`src/rtl/instr_fetch.sv`:
```
// Instruction fetch unit: owns the PC, fetches over req/ack, holds the word for decode.
// Optional one-entry prefetch buffer enabled by defining PREFETCH_BUF_EN.
module instr_fetch #(
  parameter int                 ADDR_W   = 32,
  parameter logic [ADDR_W-1:0]  RESET_PC = '0,
  parameter int                 PC_INC   = 4
) (
  input  logic              clk,
  input  logic              reset,
  output logic              imem_req,
  output logic [ADDR_W-1:0] imem_addr,
  input  logic              imem_ack,
  input  logic [31:0]       imem_rdata,
  output logic              instr_valid,
  input  logic              instr_ready,
  output logic [31:0]       instr,
  output logic [3:0]        cond,
  output logic [1:0]        op,
  output logic [5:0]        funct,
  output logic [3:0]        rd,
  output logic [ADDR_W-1:0] instr_pc,
  output logic [ADDR_W-1:0] pc_plus8,
  input  logic              pc_src,
  input  logic [ADDR_W-1:0] pc_target
);

  typedef enum logic [1:0] {S_IDLE, S_REQ, S_HOLD, S_DROP} state_t;

  state_t            r_state, w_next;
  logic [ADDR_W-1:0] r_pc, w_pc_nxt;
  logic [ADDR_W-1:0] r_drop_addr, w_drop_nxt;
  logic [31:0]       r_instr, w_instr_nxt;
  logic [ADDR_W-1:0] r_instr_pc, w_ipc_nxt;
  logic [ADDR_W-1:0] w_target;
  logic [ADDR_W-1:0] w_pc_inc;

`ifdef PREFETCH_BUF_EN
  logic              r_buf_valid, w_bv_nxt;
  logic [31:0]       r_buf_data, w_bd_nxt;
  logic [ADDR_W-1:0] r_buf_pc, w_bp_nxt;
`endif

  assign w_target = pc_target & ~{{(ADDR_W-2){1'b0}}, 2'b11};
  assign w_pc_inc = r_pc + ADDR_W'(PC_INC);

  assign instr    = r_instr;
  assign instr_pc = r_instr_pc;
  assign pc_plus8 = r_instr_pc + ADDR_W'(8);
  assign cond     = r_instr[31:28];
  assign op       = r_instr[27:26];
  assign funct    = r_instr[25:20];
  assign rd       = r_instr[15:12];

  always_comb begin
    w_next      = r_state;
    w_pc_nxt    = r_pc;
    w_drop_nxt  = r_drop_addr;
    w_instr_nxt = r_instr;
    w_ipc_nxt   = r_instr_pc;
    imem_req    = 1'b0;
    imem_addr   = r_pc;
    instr_valid = 1'b0;
`ifdef PREFETCH_BUF_EN
    w_bv_nxt    = r_buf_valid;
    w_bd_nxt    = r_buf_data;
    w_bp_nxt    = r_buf_pc;
`endif
    case (r_state)
      S_IDLE: w_next = S_REQ;
      S_REQ: begin
        imem_req = 1'b1;
        // A redirect with no ack leaves a request in flight that must be drained.
        if (pc_src) begin
          w_pc_nxt   = w_target;
          w_drop_nxt = r_pc;
          w_next     = imem_ack ? S_REQ : S_DROP;
        end else if (imem_ack) begin
          w_instr_nxt = imem_rdata;
          w_ipc_nxt   = r_pc;
          w_pc_nxt    = w_pc_inc;
          w_next      = S_HOLD;
        end
      end
      S_HOLD: begin
        instr_valid = 1'b1;
`ifdef PREFETCH_BUF_EN
        imem_req = ~r_buf_valid;
        if (pc_src) begin
          w_pc_nxt   = w_target;
          w_bv_nxt   = 1'b0;
          w_drop_nxt = r_pc;
          w_next     = (imem_req && !imem_ack) ? S_DROP : S_REQ;
        end else if (instr_ready) begin
          if (r_buf_valid) begin
            w_instr_nxt = r_buf_data;
            w_ipc_nxt   = r_buf_pc;
            w_bv_nxt    = 1'b0;
          end else if (imem_ack) begin
            w_instr_nxt = imem_rdata;
            w_ipc_nxt   = r_pc;
            w_pc_nxt    = w_pc_inc;
          end else begin
            // Prefetch still pending; S_REQ keeps the same request asserted.
            w_next = S_REQ;
          end
        end else if (imem_req && imem_ack) begin
          w_bv_nxt = 1'b1;
          w_bd_nxt = imem_rdata;
          w_bp_nxt = r_pc;
          w_pc_nxt = w_pc_inc;
        end
`else
        if (pc_src) begin
          w_pc_nxt = w_target;
          w_next   = S_REQ;
        end else if (instr_ready) begin
          w_next = S_REQ;
        end
`endif
      end
      S_DROP: begin
        imem_req  = 1'b1;
        imem_addr = r_drop_addr;
        if (pc_src) w_pc_nxt = w_target;
        if (imem_ack) w_next = S_REQ;
      end
      default: w_next = S_IDLE;
    endcase
  end

  always_ff @(posedge clk or negedge reset) begin
    if (!reset) begin
      r_state     <= S_IDLE;
      r_pc        <= RESET_PC;
      r_drop_addr <= '0;
      r_instr     <= '0;
      r_instr_pc  <= '0;
`ifdef PREFETCH_BUF_EN
      r_buf_valid <= 1'b0;
      r_buf_data  <= '0;
      r_buf_pc    <= '0;
`endif
    end else begin
      r_state     <= w_next;
      r_pc        <= w_pc_nxt;
      r_drop_addr <= w_drop_nxt;
      r_instr     <= w_instr_nxt;
      r_instr_pc  <= w_ipc_nxt;
`ifdef PREFETCH_BUF_EN
      r_buf_valid <= w_bv_nxt;
      r_buf_data  <= w_bd_nxt;
      r_buf_pc    <= w_bp_nxt;
`endif
    end
  end

endmodule

```
`config.mk`:
```
export PLATFORM = sky130hd
export DESIGN_NAME = instr_fetch
export DESIGN_NICKNAME = d
export VERILOG_FILES = /design/src/rtl/instr_fetch.sv
export SDC_FILE = /design/constraint.sdc
export NUM_CORES = 1
export LEC_CHECK = 0
export CAP_MARGIN = 10
export CORE_ASPECT_RATIO = 0.5
export CORE_MARGIN = 5
export CORE_UTILIZATION = 25
export DETAILED_ROUTE_END_ITERATION = 10
export PLACE_DENSITY = 0.52
export SLEW_MARGIN = 20
export SYNTH_ARGS = -nofsm -noshare
export SYNTH_HDL_FRONTEND = slang
export SYNTH_SLANG_ARGS = --single-unit
```
`constraint.sdc`:
```
create_clock -name clk -period 3.9 [get_ports clk]
set_clock_uncertainty 0.15 [all_clocks]
set_input_delay 0.39 -clock clk [delete_from_list [all_inputs] [get_ports clk]]
set_output_delay 0.39 -clock clk [all_outputs]
set_load 0.05 [all_outputs]
```
==> impl_metrics.csv <==
group,metric,value,unit
sta,period_needed,3600,ps
synth,ys_warn_count,0,
floorplan,initial_utilization,25.2,%
sta,worst_slew_margin_rel,41.4,%
setup_path,critPathBufInv,1,
grt,antenna_found_initial,0,
place,dpl.cell_count,1226,
synth,library_cell_with_the_highest_instance_count_after_synthesis,"sky130_fd_sc_hd__nand2_1",
route,wl,22600,um
floorplan,boundaryPins,215,
cts,cts_root_buf,"sky130_fd_sc_hd__clkbuf_16",
floorplan,die-area,0.0300,mm2
synth,async_flop_share,100,%
floorplan,fp.dieW,240,um
route,final_antenna_net_count,0,
synth,synth_commonest_cells,"sky130_fd_sc_hd__nand2_1 (203), sky130_fd_sc_hd__dfrtp_1 (124), sky130_fd_sc_hd__mux2_2 (57)",
cts,clock_sink_count,124,
layout,finalNonFillerCells,1259,
floorplan,die_h,125,um
cts,clockBufferDepth,2,
sta,final_hold_viol_count,0,
synth,synth_area_leaders,"sky130_fd_sc_hd__dfrtp_1 (47%), sky130_fd_sc_hd__nand2_1 (12%), sky130_fd_sc_hd__mux2_2 (9.7%)",
synth,top_reg_cell_synth,"sky130_fd_sc_hd__dfrtp_1",
setup_path,rr_startpoint,"r_pc[2]",
synth,cell_taking_the_most_area_after_synthesis,"sky130_fd_sc_hd__dfrtp_1",
synth,synthDistinctLibCells,53,
place,port_buffers,206,
setup_path,endpoint_of_the_most_critical_register_to_register_path,"r_pc[22]",
route,detailroute.via_count,5922,
sta,fin_crit_sh,92.4,%
sta,sum_of_negative_setup_slack,0,ps
outcome,run_status,"finished clean",
setup_path,timing.reg2reg.setup_slack,1410,ps
setup_path,cp_data_arrival_time,3060,ps
sta,clock.fmax,277,MHz
power_and_ir_drop,power.leakage,3.98,nW
sta,setup_slack,296,ps
sta,tightest_slew,879,ps
synth,syn_avg_cell_area,9.16,um2
sta,count_of_endpoints_failing_setup_in_the_final_report,0,
grt,grt_overflow,0,
setup_path,timing.critical_path.depth,5,
power_and_ir_drop,report.power.total,8.30,mW
synth,yosysSeqAreaShare,46.9,%
setup_path,largest_stage_delay_on_the_critical_path,820,ps
flow_run,cap_violations,0,
power_and_ir_drop,peakVddDrop,0.000302,V
floorplan,floorplan.rows,42,
route,drt_drc_violations_left,0,
setup_path,crit_type,"reg -> out",
setup_path,worst_path_dominant_cell_family,"simple AND/OR/NAND/NOR gates",
place,dp_hpwl,16100,um
setup_path,setup.worst_path.start,"instr_pc[8]",
place,gpl.final_weighted_congestion,0.838,
route,avgRoutedWirePerCell,18.0,um
place,pre_cts_ws,719,ps
synth,synth_edf_count,0,
synth,synthCells,722,
grt,grt_start_max_net_pins,102,
synth,yosys_register_bits,124,
grt,first_global_vias,5967,
setup_path,crit_path_end_kind,"primary output",
route,detailed_route_vias_per_instance,4.70,
setup_path,critical-path-slowest-cell,"sky130_fd_sc_hd__clkdlybuf4s50_1",
route,drt_first_iter_violations,305,
setup_path,critical_path.endpoint,"pc_plus8[26]",
layout,layout-area-overhead-vs-synth,44.8,%
route,drt-pass1-iter-count,5,
layout,filler_cell_count,2645,
cts,clock_tree.htree_level_count,4,
sta,timing.final.max_slew_violations,0,
layout,fin_nets,965,
cts,cts_buffers,17,
sta,grt_setup_unrepaired,"no",
setup_path,required,3360,ps
grt,grt_pass1_wl,35000,um
cts,clkLatencyLatePin,430,ps
layout,finish.utilization,36.5,%
synth,synthesis.area,0.00662,mm2
setup_path,worstPathCellList,"nand4_1, nor3_2, nor3b_1, xor2_1, clkdlybuf4s50_1",
power_and_ir_drop,power.density_cell_area,866,mW/mm2
synth,yosys.area.top_type_share,46.9,%
layout,num_antenna_cells,0,
floorplan,core-area,0.0263,mm2
setup_path,maximum_fanout_encountered_on_the_critical_timing_path,9,
cts,cts_tree,"built",
setup_path,worst_r2r_path_depth,5,
hold_path,min_path_type,"reg -> reg",
cts,clkSlewWorstSetupHoldPaths,60,ps
setup_path,critical_path.startpoint_type,"register",
layout,fraction_of_final_layout_cells_sized_beyond_drive_strength_1,13.1,%
grt,grt_util_all_layers,14.9,%
==> through the flow <==
stage          hold WS (ps)  area (um2)
2_1_floorplan         -55.6        6640
3_3_place_gp            309        8910
3_5_place_dp            314        8910
4_1_cts                 303        9570
5_1_grt                 317        9580
6_report                324        9580
==> metal layers <==
layer  global-route usage (%)  vias to the layer above  part of all wire, %
met5                        0                        -                    0
met4                     5.47                        0                  2.1
met3                     3.28                       30                  3.9
met2                     24.5                      131                   49
met1                     19.3                     2936                   45
li1                         -                     2825                    -
==> state kept, by name (all words and copies together), names as in the netlist <==
register and count:
r_pc 30, instr_pc 30, r_drop_addr 30, instr 32, r_state 2
==> worst min-delay path, delay by kind of cell, from the launching register on <==
kind | cells | cell delay [ps]
flops | 1 | 340
simple gates | 2 | 100
==> cell families after synthesis <==
logic type / synth area share (%)
compound gates: 9.93
simple gates: 23.1
mux: 9.85
fa+ha+maj: 0.378
other cells: 0.0567
xor+xnor: 3.57
flops: 46.9
buf+inv: 6.26
==> final cells by class <==
class | instances | area, um2 | area share, %
Multi-Input combinational cell | 520 | 3160 | 33.0
Sequential cell | 124 | 3100 | 32.4
Timing Repair Buffer | 222 | 2190 | 22.8
Clock buffer | 19 | 443 | 4.62
Tap cell | 352 | 440 | 4.60
Clock inverter | 13 | 213 | 2.22
Inverter | 9 | 33.8 | 0.353
==> where the power goes <==
group	switching (mW)	internal, mW
combinational	2.79	1.45
clock	0.640	1.16
sequential	0.527	1.73
==> layout by cell type, fill, tap and decap left out, drive strengths merged, types with 3 or more instances in the layout <==
cell,Yosys,final
a211oi,3,3
a21oi,24,24
a221oi,3,3
a22oi,5,5
a311oi,7,7
and2,3,3
and3,9,9
and4,6,6
buf,32,16
bufinv,0,5
clkbuf,42,20
clkdlybuf4s50,0,204
clkinvlp,0,3
conb,1,6
dfrtp,124,124
inv,9,12
mux2,57,57
nand2,203,203
nand2b,3,3
nand3,26,26
nand4,14,14
nor2,18,18
nor3,13,13
nor3b,7,7
nor4,5,5
o211ai,5,5
o21ai,24,24
o22ai,9,9
o31ai,3,3
o32ai,6,6
o41ai,3,3
or2,3,3
or3,7,7
or4,3,3
xnor2,15,15
xor2,12,12
==> worst min-delay path by stage <==
stage,startpoint,endpoint,slack (ps),depth (start not counted)
2_1_floorplan,reset,instr[0],-60,0
3_3_place_gp,instr[6],instr[6],310,2
3_5_place_dp,instr[5],instr[5],310,2
4_1_cts,imem_rdata[25],instr[25],300,3
5_1_grt,imem_rdata[25],instr[25],320,3
6_report,instr[19],instr[19],320,2
==> repair_timing <==
item | in CTS | in global routing
buffers inserted | 0 | 0
resized for setup | 0 | 0
hold buffers | 1 | 0
endpoints found under the hold margin | 54 | 0
Note: power is estimated with default switching activity, not from simulation.
